**config.mk**
```make
export PLATFORM = sky130hd
export DESIGN_NAME = demux_1_to_n
export DESIGN_NICKNAME = d
export VERILOG_FILES = /design/src/rtl/demux_1_to_n.sv
export SDC_FILE = /design/constraint.sdc
export NUM_CORES = 1
export LEC_CHECK = 0
export ABC_AREA = 1
export BUFFER_PORTS_ARGS = -buffer_cell sky130_fd_sc_hd__buf_2
export CORE_AREA = 3 3 40 42
export CTS_BUF_LIST = sky130_fd_sc_hd__clkbuf_8 sky130_fd_sc_hd__clkbuf_16
export DETAILED_ROUTE_END_ITERATION = 12
export DIE_AREA = 0 0 43 45
export GPL_TIMING_DRIVEN = 0
export HOLD_SLACK_MARGIN = 0.06
export PLACE_DENSITY = 0.62
export SYNTH_ARGS = -nofsm -noshare
export SYNTH_HDL_FRONTEND = slang
export SYNTH_SLANG_ARGS = --single-unit
```
**constraint.sdc**
```tcl
create_clock -name clk -period 0.8 [get_ports clk]
set_clock_uncertainty 0.15 [all_clocks]
set_input_delay 0.08 -clock clk [delete_from_list [all_inputs] [get_ports clk]]
set_output_delay 0.08 -clock clk [all_outputs]
set_load 0.02 [all_outputs]
```
**src/rtl/demux_1_to_n.sv**
```systemverilog
// 1-to-N demultiplexer: combinational one-hot routing of data_in to out[sel],
// plus a registered copy of the result and of the select-range error flag.
module demux_1_to_n #(
  parameter int N = 8
) (
  input  logic                       clk,
  input  logic                       rst,
  input  logic                       data_in,
  input  logic [$clog2(N)-1:0]       sel,
  output logic [N-1:0]               out,
  output logic                       sel_err,
  output logic [N-1:0]               out_q,
  output logic                       sel_err_q
);

  localparam int SEL_W = $clog2(N);

  // One extra bit so N itself is representable when N is a power of two.
  localparam logic [SEL_W:0] N_EXT = N[SEL_W:0];

  logic [N-1:0] out_d;
  logic         sel_err_d;
  logic [N-1:0] out_reg_q;
  logic         sel_err_reg_q;

  always_comb begin
    sel_err_d = ({1'b0, sel} >= N_EXT);
    out_d     = '0;
    for (int i = 0; i < N; i++) begin
      out_d[i] = data_in && !sel_err_d && (sel == i[SEL_W-1:0]);
    end
  end

  always_ff @(posedge clk or posedge rst) begin
    if (rst) begin
      out_reg_q     <= '0;
      sel_err_reg_q <= 1'b0;
    end else begin
      out_reg_q     <= out_d;
      sel_err_reg_q <= sel_err_d;
    end
  end

  assign out       = out_d;
  assign sel_err   = sel_err_d;
  assign out_q     = out_reg_q;
  assign sel_err_q = sel_err_reg_q;

endmodule

```
Word level (Yosys, flattened, before mapping)
Cells that the tools add are included.

Equality and inequality tests: 7. Reduce and logical (&&, ||, !) cells: 9.

Operator list (count): equality test 3 bit, second input constant (4); logical AND 1 bit (8); equality test 3 x 2 -> 1 bit, second input constant (2); equality test 3 x 1 -> 1 bit, second input constant (1); zero test 3 bit (1).

Bits in registers: 8. Bits of input ports: 6. Output and inout bits: 18. Logic and storage cells: 17.

Depth between registers and ports, before layout
Gate-level depths: netlist (run 1).

Depth in word-level cells: 2. Mapped depth: 3. Depth with buffers taken out: 3.

Worst setup path before layout (run 1)
Ideal clock, no wire load.

Path type: input port to flip-flop. Start point: in sel[2]. End point: reg out_reg_q[0], in the netlist out_q[0]. Setup time: 149 ps. Arrival time: 522 ps. Data required time: 501 ps. Setup slack: -21 ps. Cell stages on the path: 3. Path buffers: 0. Cell sequence: inv_1 -> nand2_1 -> nor2_1.

Longest elaborated chain between the ends: 2.

Ends and longest elaborated chain: start, declared (RTL line 9) `input logic [$clog2(N)-1:0] sel,`; zero test 3 bit (RTL line 30) `out_d[i] = data_in && !sel_err_d && (sel == i[SEL_W-1:0]);`; logical AND 1 bit (RTL line 30); named net out[0] (RTL line 10) `output logic [N-1:0] out,`; end signal, assigned (RTL line 39) `out_reg_q <= out_d;`; end, declared (RTL line 23) `logic [N-1:0] out_reg_q;`.

The timed path passes the listed nets, and every way through them passes these cells.

Worst setup path in the final report (run 1)
Start point: reg out_reg_q[6], in the netlist out_q[6]. End point: out out_q[6].

RTL lines: end, declared (RTL line 12) `output logic [N-1:0] out_q,`.

No word-level cell between the ends.

==> flow_metrics.py, run 1 <==
metrics = {
    "status": {
        "status": "finished, violations left",
        "failed_checks": "negative hold slack, negative setup slack",
    },
    "yosys": {
        "seq_area_frac_synth_pct": 69.9,
        "synth_area_leaders": "dfrtp_1, nor2_1, nand2_1",
        "ys_warn_count": 0,
        "yosysTopAreaCell": "dfrtp_1",
        "synth_cells": 29,
        "synth_top_area_share_pct": 69.9,
        "synth.distinct_cells": 6,
        "ys_seq_elements": 8,
        "syn-cell-area_um2": 287,
        "syn_avg_cell_area_um2": 9.88,
    },
    "critical_path": {
        "critical_path.top_delay_family": "flip-flops",
        "required_ns": 0.57,
        "worstPathArrival_ns": 0.71,
        "max_stage_delay_ns": 0.36,
        "crit_slowest_cell": "dfrtp_1",
        "path_buf_inv": 1,
        "start_kind": "flop",
        "critPathLaunch": "out_q[6]",
        "path_max_fanout": 1,
        "path_class": "reg -> out",
        "worst_setup_path_end_kind": "primary output",
        "path_cells": "buf_6",
    },
    "clock_tree": {
        "cts_buffer_depth": 2,
        "cts-root-buf": "clkbuf_8",
        "clkSinkCount": 8,
        "htree_levels": 1,
        "cts_tree": "built",
        "cts_inserted_buffers": 3,
        "cts_hold_buf": 1,
        "path_clk_slew_ns": 0.04,
    },
    "power": {
        "powerDensity_nw_per_um2": 1500,
        "design_power_total_mw": 1.12,
        "p_leak_nw": 0.357,
        "vdd_drop_max_uv": 712,
    },
    "hold_path": {
        "min_to": "out_q[5]",
        "worstHoldPathType": "in -> reg",
        "hp-start": "sel[0]",
        "min_path_cells": 3,
    },
    "global_route": {
        "grt-ovfl-total": 0,
        "grt_pass1_vias": 282,
        "grt_usage_pct": 7.41,
        "grt_pass1_wl_um": 1040,
        "antenna_found_initial": 0,
        "grt_max_degree": 9,
    },
    "timing": {
        "setup_viol": 8,
        "fmax_ghz": 1.06,
        "hold_viol_final": 5,
        "fin_crit_sh_pct": 118,
        "fin_hold_ws_ns": -0.0217,
        "period_minus_slack_ns": 0.943,
        "slew_violations": 0,
        "rsz0062_at_grt": "true",
        "setup_ws_ns": -0.143,
    },
    "layout": {
        "n_antenna_cell": 0,
        "instances_no_fill": 71,
        "largest_reg_flops": 8,
        "num-nets-final": 64,
        "layout-drive-gt1-share_pct": 78.6,
        "fin_area_um2": 748,
        "area_growth_pct": 161,
    },
    "floorplan": {
        "die_y_um": 45,
        "pin_count": 24,
        "num_rows": 13,
        "die_width_um": 43,
        "initial_core_util_pct": 22.3,
        "dieArea_um2": 1940,
        "core-area_um2": 1280,
    },
    "placement": {
        "dp_slack_ns": -0.0881,
        "io_buffer_count": 21,
        "placed_cell_area_um2": 414,
        "gp_congestion": 0.798,
        "placed_cells": 66,
    },
    "drt": {
        "drt_iter0_drc": 4,
        "vias": 284,
        "wl_um": 721,
        "drtPass1Iterations": 2,
        "avgViaCountPerCell": 4.00,
        "drc_errors": 0,
        "wl_per_cell_um": 10.2,
        "antenna_left": 0,
    },
    "flow_run": {
        "maxCapViolCount": 0,
    },
}
==> metrics by stage <==
step	TNS (ns)	util, %
after CTS	-1.20	51.8
final	-1.12	58.2
after detailed placement	-0.477	32.2
after global placement	-0.394	32.2
after global routing	-1.28	58.2
after floorplan	-0.0687	-
==> cells by family after synthesis <==
kind of cell	Yosys count	synth area share, %
DFF	8	69.9
and+or+nand+nor	14	18.3
buffers and inverters	6	10.5
other	1	1.31
==> power breakdown <==
group | switching, mW | internal, mW | leakage [nW] | total (mW)
clock | 0.135 | 0.324 | 0.0216 | 0.459
combinational | 0.132 | 0.108 | 0.226 | 0.240
sequential | 0.00423 | 0.417 | 0.110 | 0.421
total | 0.271 | 0.849 | 0.357 | 1.12
==> how the worst max path moves through the flow <==
stage	endpoint	slack (ns)	depth (start not counted)
floorplan	out_q[0]	-0.02	3
global placement	out[0]	-0.08	5
finish	out_q[6]	-0.14	1
CTS	out_q[6]	-0.15	1
global route	out_q[1]	-0.17	1
detailed placement	out[1]	-0.09	5
==> Yosys cell counts <==
| library cell | n |
|---|---|
| buf_4 | 2 |
| conb_1 | 1 |
| dfrtp_1 | 8 |
| inv_1 | 4 |
| nand2_1 | 6 |
| nor2_1 | 8 |
==> final cells by class <==
cell class                 count  area, um^2
buffer                         2        15.0
inverter                       4        35.0
sequential                     8         200
clock buffer                   3        41.3
timing repair buffer          23         260
tap                           15        18.8
multi-input combinational     16         178
fill                         105         537
==> per-layer routing <==
metal  vias up  track usage, %  wire length, um
li1        134               -                -
met1       138            6.97              236
met2        12            13.2              422
met3         0            2.79               63
met4         0            5.42                0
met5         -               0                0
==> placed cells by master (no fill, tap or decap), drive strengths merged <==
master | Yosys | layout
conb | 1 | 2
inv | 4 | 3
nor2 | 8 | 8
dlygate4sd3 | 0 | 1
buf | 2 | 24
nand2 | 6 | 6
clkbuf | 0 | 3
dfrtp | 8 | 8
clkinv | 0 | 1
==> repair_timing <==
| item | in CTS | in global routing |
|---|---|---|
| endpoints found under the setup margin | 16 | 16 |
| pin swaps | 6 | 5 |
| endpoints found under the hold margin | 15 | 7 |
| gates resized for setup | 61 | 19 |
| buffers inserted | 0 | 1 |
Note: power is estimated with default switching activity, not from simulation.
==> run 2: changes to the inputs <==
--- a/config.mk
+++ b/config.mk
@@ -6,7 +6,7 @@
 export NUM_CORES = 1
 export LEC_CHECK = 0
 export ABC_AREA = 1
-export BUFFER_PORTS_ARGS = -buffer_cell sky130_fd_sc_hd__buf_2
+export BUFFER_PORTS_ARGS = -buffer_cell sky130_fd_sc_hd__buf_4
 export CORE_AREA = 3 3 40 42
 export CTS_BUF_LIST = sky130_fd_sc_hd__clkbuf_8 sky130_fd_sc_hd__clkbuf_16
 export DETAILED_ROUTE_END_ITERATION = 12
==> run 2 against run 1 <==
Against the previous run: the flow still finishes with violations (negative hold slack, negative setup slack); combinational power about the same; fmax decreased by 0.32%; via count increased by 4.2%; clock power increased by 2%; core utilization decreased by 0.097 points; wire length increased by 8.9%; flip-flop and latch count unchanged; final area decreased by 0.17%; final cell count unchanged; first-iteration DRC count decreased by 75%; critical endpoint unchanged; largest power group unchanged; highest routed layer is now met4.
==> flow_metrics.py, run 2 (same netlist as run 1, synthesis figures left out) <==
metrics = {
    "floorplan": {
        "initial_core_util_pct": 22.3,
        "dieArea_um2": 1940,
        "pin_count": 24,
        "num_rows": 13,
        "die_width_um": 43,
        "die_y_um": 45,
        "core-area_um2": 1280,
    },
    "drt": {
        "antenna_left": 0,
        "wl_um": 785,
        "avgViaCountPerCell": 4.17,
        "drtPass1Iterations": 2,
        "wl_per_cell_um": 11.1,
        "drt_iter0_drc": 1,
        "drc_errors": 0,
        "vias": 296,
    },
    "timing": {
        "slew_violations": 0,
        "rsz0062_at_grt": "true",
        "period_minus_slack_ns": 0.946,
        "fmax_ghz": 1.06,
        "hold_viol_final": 6,
        "fin_hold_ws_ns": -0.0151,
        "fin_crit_sh_pct": 118,
        "setup_viol": 8,
        "setup_ws_ns": -0.146,
    },
    "global_route": {
        "grt_pass1_wl_um": 1290,
        "grt_usage_pct": 9.59,
        "grt_pass1_vias": 319,
        "grt_max_degree": 9,
        "antenna_found_initial": 0,
        "grt-ovfl-total": 0,
    },
    "critical_path": {
        "path_buf_inv": 1,
        "path_class": "reg -> out",
        "path_cells": "buf_6",
        "start_kind": "flop",
        "required_ns": 0.57,
        "path_max_fanout": 1,
        "worst_setup_path_end_kind": "primary output",
        "max_stage_delay_ns": 0.36,
        "worstPathArrival_ns": 0.72,
        "critical_path.top_delay_family": "flip-flops",
        "crit_slowest_cell": "dfrtp_1",
    },
    "clock_tree": {
        "cts_buffer_depth": 2,
        "clkSinkCount": 8,
        "cts-root-buf": "clkbuf_8",
        "path_clk_slew_ns": 0.04,
        "cts_tree": "built",
        "htree_levels": 1,
        "cts_inserted_buffers": 3,
        "cts_hold_buf": 1,
    },
    "power": {
        "vdd_drop_max_uv": 637,
        "p_leak_nw": 0.351,
        "design_power_total_mw": 1.13,
        "powerDensity_nw_per_um2": 1510,
    },
    "hold_path": {
        "min_path_cells": 3,
        "worstHoldPathType": "in -> reg",
        "hp-start": "sel[1]",
        "min_to": "out_q[6]",
    },
    "flow_run": {
        "maxCapViolCount": 0,
    },
    "layout": {
        "layout-drive-gt1-share_pct": 80.4,
        "largest_reg_flops": 8,
        "num-nets-final": 64,
        "final_cell_mix": "buf_6, nor2_4, dfrtp_1",
        "area_growth_pct": 161,
        "layout_commonest_cell": "buf_6",
        "n_antenna_cell": 0,
        "fin_area_um2": 747,
    },
    "placement": {
        "placed_cell_area_um2": 467,
        "gp_congestion": 0.775,
        "io_buffer_count": 21,
        "dp.final_hpwl_um": 528,
    },
    "status": {
        "status": "finished, violations left",
        "failed_checks": "negative hold slack, negative setup slack",
    },
}
## run 2: cell count changes in the layout (fill, tap and decap cells not counted), sizes merged
cell / previous run / this run
inv: 3 / 2
clkinvlp: 0 / 1
## run 2: how the worst max path moves through the flow
stage,cells past startpoint,endpoint,slack (ns),from
finish,1,out_q[6],-0.15,out_q[6]
global route,1,out_q[7],-0.17,out_q[7]
CTS,1,out_q[0],-0.15,out_q[0]
detailed placement,5,out[0],-0.08,sel[2]
global placement,5,out[0],-0.08,sel[2]
floorplan,3,out_q[0],-0.02,sel[2]
## run 2: where the power goes
group	internal, mW	total (mW)	leakage, nW	switching (mW)
Sequential	0.417	0.421	0.110	0.00434
Clock	0.324	0.466	0.0216	0.142
Combinational	0.108	0.242	0.219	0.134
Total	0.849	1.13	0.351	0.280
## run 2: what timing repair did
item / CTS / global route
endpoints found under the setup margin: 15 / 24
pin swaps: 8 / 8
buffers inserted: 0 / 1
resized for setup: 46 / 15
endpoints found under the hold margin: 16 / 7
## run 2: cell type report
cell class,instances,area [um^2]
fill,94,538
timing repair buffer,23,255
sequential,8,200
multi-input combinational,16,178
clock buffer,3,41.3
inverter,4,38.8
tap,15,18.8
buffer,2,15.0
## run 2: metal layers
layer	GRT usage (%)	vias to the layer above	wire, um
met5	0	-	0
met4	12.7	0	41
met3	2.79	4	69
met2	14.4	17	455
met1	9.43	139	219
li1	-	136	-
## run 2: metrics by stage
stage / hold slack [ns] / util, % / setup WS [ns] / TNS (ns) / std cells
after floorplan: -0.254 / - / -0.0209 / -0.0687 / 30
after global placement: -0.113 / 36.3 / -0.0840 / -0.380 / 66
after detailed placement: -0.111 / 36.3 / -0.0817 / -0.444 / 66
after CTS: -0.0286 / 52.5 / -0.155 / -1.23 / 70
after global routing: -0.0140 / 58.1 / -0.175 / -1.38 / 71
final: -0.0151 / 58.1 / -0.146 / -1.15 / 71
==> run 3: changes to the inputs <==
--- a/config.mk
+++ b/config.mk
@@ -5,7 +5,8 @@
 export SDC_FILE = /design/constraint.sdc
 export NUM_CORES = 1
 export LEC_CHECK = 0
-export ABC_AREA = 1
+export ABC_AREA = 0
+export ABC_CLOCK_PERIOD_IN_PS = 800
 export BUFFER_PORTS_ARGS = -buffer_cell sky130_fd_sc_hd__buf_4
 export CORE_AREA = 3 3 40 42
 export CTS_BUF_LIST = sky130_fd_sc_hd__clkbuf_8 sky130_fd_sc_hd__clkbuf_16
@@ -13,7 +14,7 @@
 export DIE_AREA = 0 0 43 45
 export GPL_TIMING_DRIVEN = 0
 export HOLD_SLACK_MARGIN = 0.06
-export PLACE_DENSITY = 0.62
+export PLACE_DENSITY = 0.64
 export SYNTH_ARGS = -nofsm -noshare
 export SYNTH_HDL_FRONTEND = slang
 export SYNTH_SLANG_ARGS = --single-unit
==> run 3 against run 2 <==
Against the previous run: the run still ends with negative hold slack, negative setup slack left; critical path depth unchanged; sequential power about the same; fmax shrank 1.2%; synthesized cell count fell by 31%; largest cell class unchanged; die area unchanged; wire length grew 5.7%; hold slack better by 0.011 ns; combinational power decreased by 21%; global-route usage rose by 0.42 points; core utilization down 4.6 points; flip-flop and latch count is the same.
==> flow_metrics.py, run 3 <==
metrics = {
    "critical_path": {
        "required_ns": 0.57,
        "path_depth": 1,
        "path_cells": "buf_6",
        "path_class": "reg -> out",
        "start_kind": "flop",
        "max_stage_delay_ns": 0.37,
        "worstPathArrival_ns": 0.73,
        "worst_setup_path_end_kind": "primary output",
        "critPathLaunch": "out_q[4]",
        "crit_slowest_cell": "dfrtp_1",
        "critical_path.top_delay_family": "flip-flops",
        "path_buf_inv": 1,
        "path_max_fanout": 1,
    },
    "clock_tree": {
        "cts_hold_buf": 1,
        "cts_tree": "built",
        "cts-root-buf": "clkbuf_8",
        "clkSinkCount": 8,
        "htree_levels": 1,
        "path_clk_slew_ns": 0.04,
        "cts_buffer_depth": 2,
        "cts_inserted_buffers": 3,
    },
    "timing": {
        "fin_hold_ws_ns": -0.00416,
        "rsz0062_at_grt": "true",
        "setup_viol": 15,
        "fin_crit_sh_pct": 120,
        "fmax_ghz": 1.04,
        "period_minus_slack_ns": 0.957,
        "tns_ns": -1.46,
        "hold_viol_final": 1,
        "setup_ws_ns": -0.157,
        "slew_violations": 0,
    },
    "hold_path": {
        "hp-start": "sel[2]",
        "worstHoldPathType": "in -> reg",
        "min_path_cells": 3,
    },
    "floorplan": {
        "pin_count": 24,
        "dieArea_um2": 1940,
        "die_width_um": 43,
        "num_rows": 13,
        "die_y_um": 45,
        "initial_core_util_pct": 24.8,
        "core-area_um2": 1280,
    },
    "layout": {
        "area_growth_pct": 116,
        "n_antenna_cell": 0,
        "instances_no_fill": 65,
        "largest_reg_flops": 8,
        "final_cell_mix": "buf_6, buf_4, dfrtp_1",
        "layout-drive-gt1-share_pct": 78.0,
        "num-nets-final": 58,
        "regArea_um2": 200,
        "multi_input_area_um2": 114,
        "num-fill-cells": 122,
        "layout_commonest_cell": "buf_6",
    },
    "yosys": {
        "synth_async_sr_flop_share_pct": 100,
        "synth.distinct_cells": 8,
        "syn_avg_cell_area_um2": 16.0,
        "syn-cell-area_um2": 319,
        "synth.most_common_cell": "dfrtp_1",
        "seq_area_frac_synth_pct": 62.7,
        "synth_cells": 20,
        "synth_area_leaders": "dfrtp_1, and4bb_2, and4b_2",
        "synth_common_cells": "dfrtp_1, and4b_2, and4bb_2, buf_4",
        "synth_edf_count": 0,
        "yosysTopAreaCell": "dfrtp_1",
        "ys_seq_elements": 8,
        "ys_warn_count": 0,
        "synth_ff_type": "dfrtp_1",
        "synth_top_area_share_pct": 62.7,
    },
    "global_route": {
        "grt_pass1_wl_um": 1350,
        "grt-ovfl-total": 0,
        "antenna_found_initial": 0,
        "grt_max_degree": 9,
        "grt_usage_pct": 10.0,
        "grt_pass1_vias": 317,
    },
    "status": {
        "failed_checks": "negative hold slack, negative setup slack",
        "status": "finished, violations left",
    },
    "drt": {
        "avgViaCountPerCell": 4.34,
        "vias": 282,
        "wl_um": 830,
        "wl_per_cell_um": 12.8,
        "drt_iter0_drc": 2,
        "drtPass1Iterations": 3,
        "drc_errors": 0,
        "antenna_left": 0,
    },
    "placement": {
        "io_buffer_count": 21,
        "placed_cells": 57,
        "gp_congestion": 0.689,
    },
    "power": {
        "vdd_drop_max_uv": 921,
        "seqPwrFrac_pct": 39.2,
        "powerDensity_nw_per_um2": 1560,
        "p_leak_nw": 0.350,
        "p_switching_mw": 0.228,
        "p_sw_share_pct": 21.2,
        "p_comb_share_pct": 17.8,
        "p_int_mw": 0.848,
        "clkPwrFrac_pct": 43.0,
    },
    "flow_run": {
        "maxCapViolCount": 0,
    },
}
-- run 3: changes by cell type in the layout (fill, tap and decap cells not counted), sizes merged --
cell | before | now
inv | 2 | 0
and4 | 0 | 1
nor4b | 0 | 1
nor2 | 8 | 0
nand2 | 6 | 0
buf | 24 | 27
and4b | 0 | 3
and4bb | 0 | 3
clkinv | 1 | 0
-- run 3: worst paths after layout --
check / end / slack, ns
min: out_q[0] / -0.004
min in group asynchronous: out_q[5] / 0.18
max: out_q[4] / -0.16
max in group asynchronous: out_q[1] / 0.17
-- run 3: final cells by class --
type	instances	share of cell area (%)
plain buffers	2	2.18
clock buffers	3	6.00
inverters	1	1.09
multi-input cells	10	16.5
flip-flops and latches	8	29.1
well taps	15	2.73
repair buffers	26	42.4
-- run 3: metrics by stage --
stage,setup WS [ns],utilization [%],power [mW],cell area (um^2)
after global routing,-0.187,53.6,1.13,688
final,-0.157,53.6,1.08,688
after floorplan,0.0129,-,0.495,332
after detailed placement,-0.133,39.5,0.569,508
after CTS,-0.168,51.5,1.08,662
after global placement,-0.117,39.5,0.567,508
-- run 3: power groups by stage --
| stage | Sequential [mW] | Clock (mW) | Combinational, mW |
|---|---|---|---|
| floorplan | 0.439 | 0 | 0.0567 |
| global placement | 0.425 | 0 | 0.143 |
| detailed placement | 0.425 | 0 | 0.144 |
| CTS | 0.422 | 0.483 | 0.180 |
| global route | 0.423 | 0.506 | 0.205 |
| finish | 0.422 | 0.463 | 0.191 |
-- run 3: metal layers --
| layer | global-route usage [%] | share of wire (%) | vias up |
|---|---|---|---|
| li1 | - | - | 133 |
| met1 | 11.7 | 37 | 128 |
| met2 | 14.1 | 49 | 21 |
| met3 | 6.37 | 14 | 0 |
| met4 | 5.42 | 0 | 0 |
| met5 | 0 | 0 | - |
-- run 3: timing repair --
action / 4_1_cts / 5_1_grt
endpoints found under the hold margin: 10 / 2
pin swaps: 4 / 3
setup endpoints to repair: 16 / 23
gates resized for setup: 22 / 4
setup buffers: 3 / 1
-- run 3: cell families after synthesis --
family / Yosys count / synth area share [%]
simple gates: 8 / 30.2
other cells: 1 / 1.18
buf+inv: 3 / 5.88
flops: 8 / 62.7
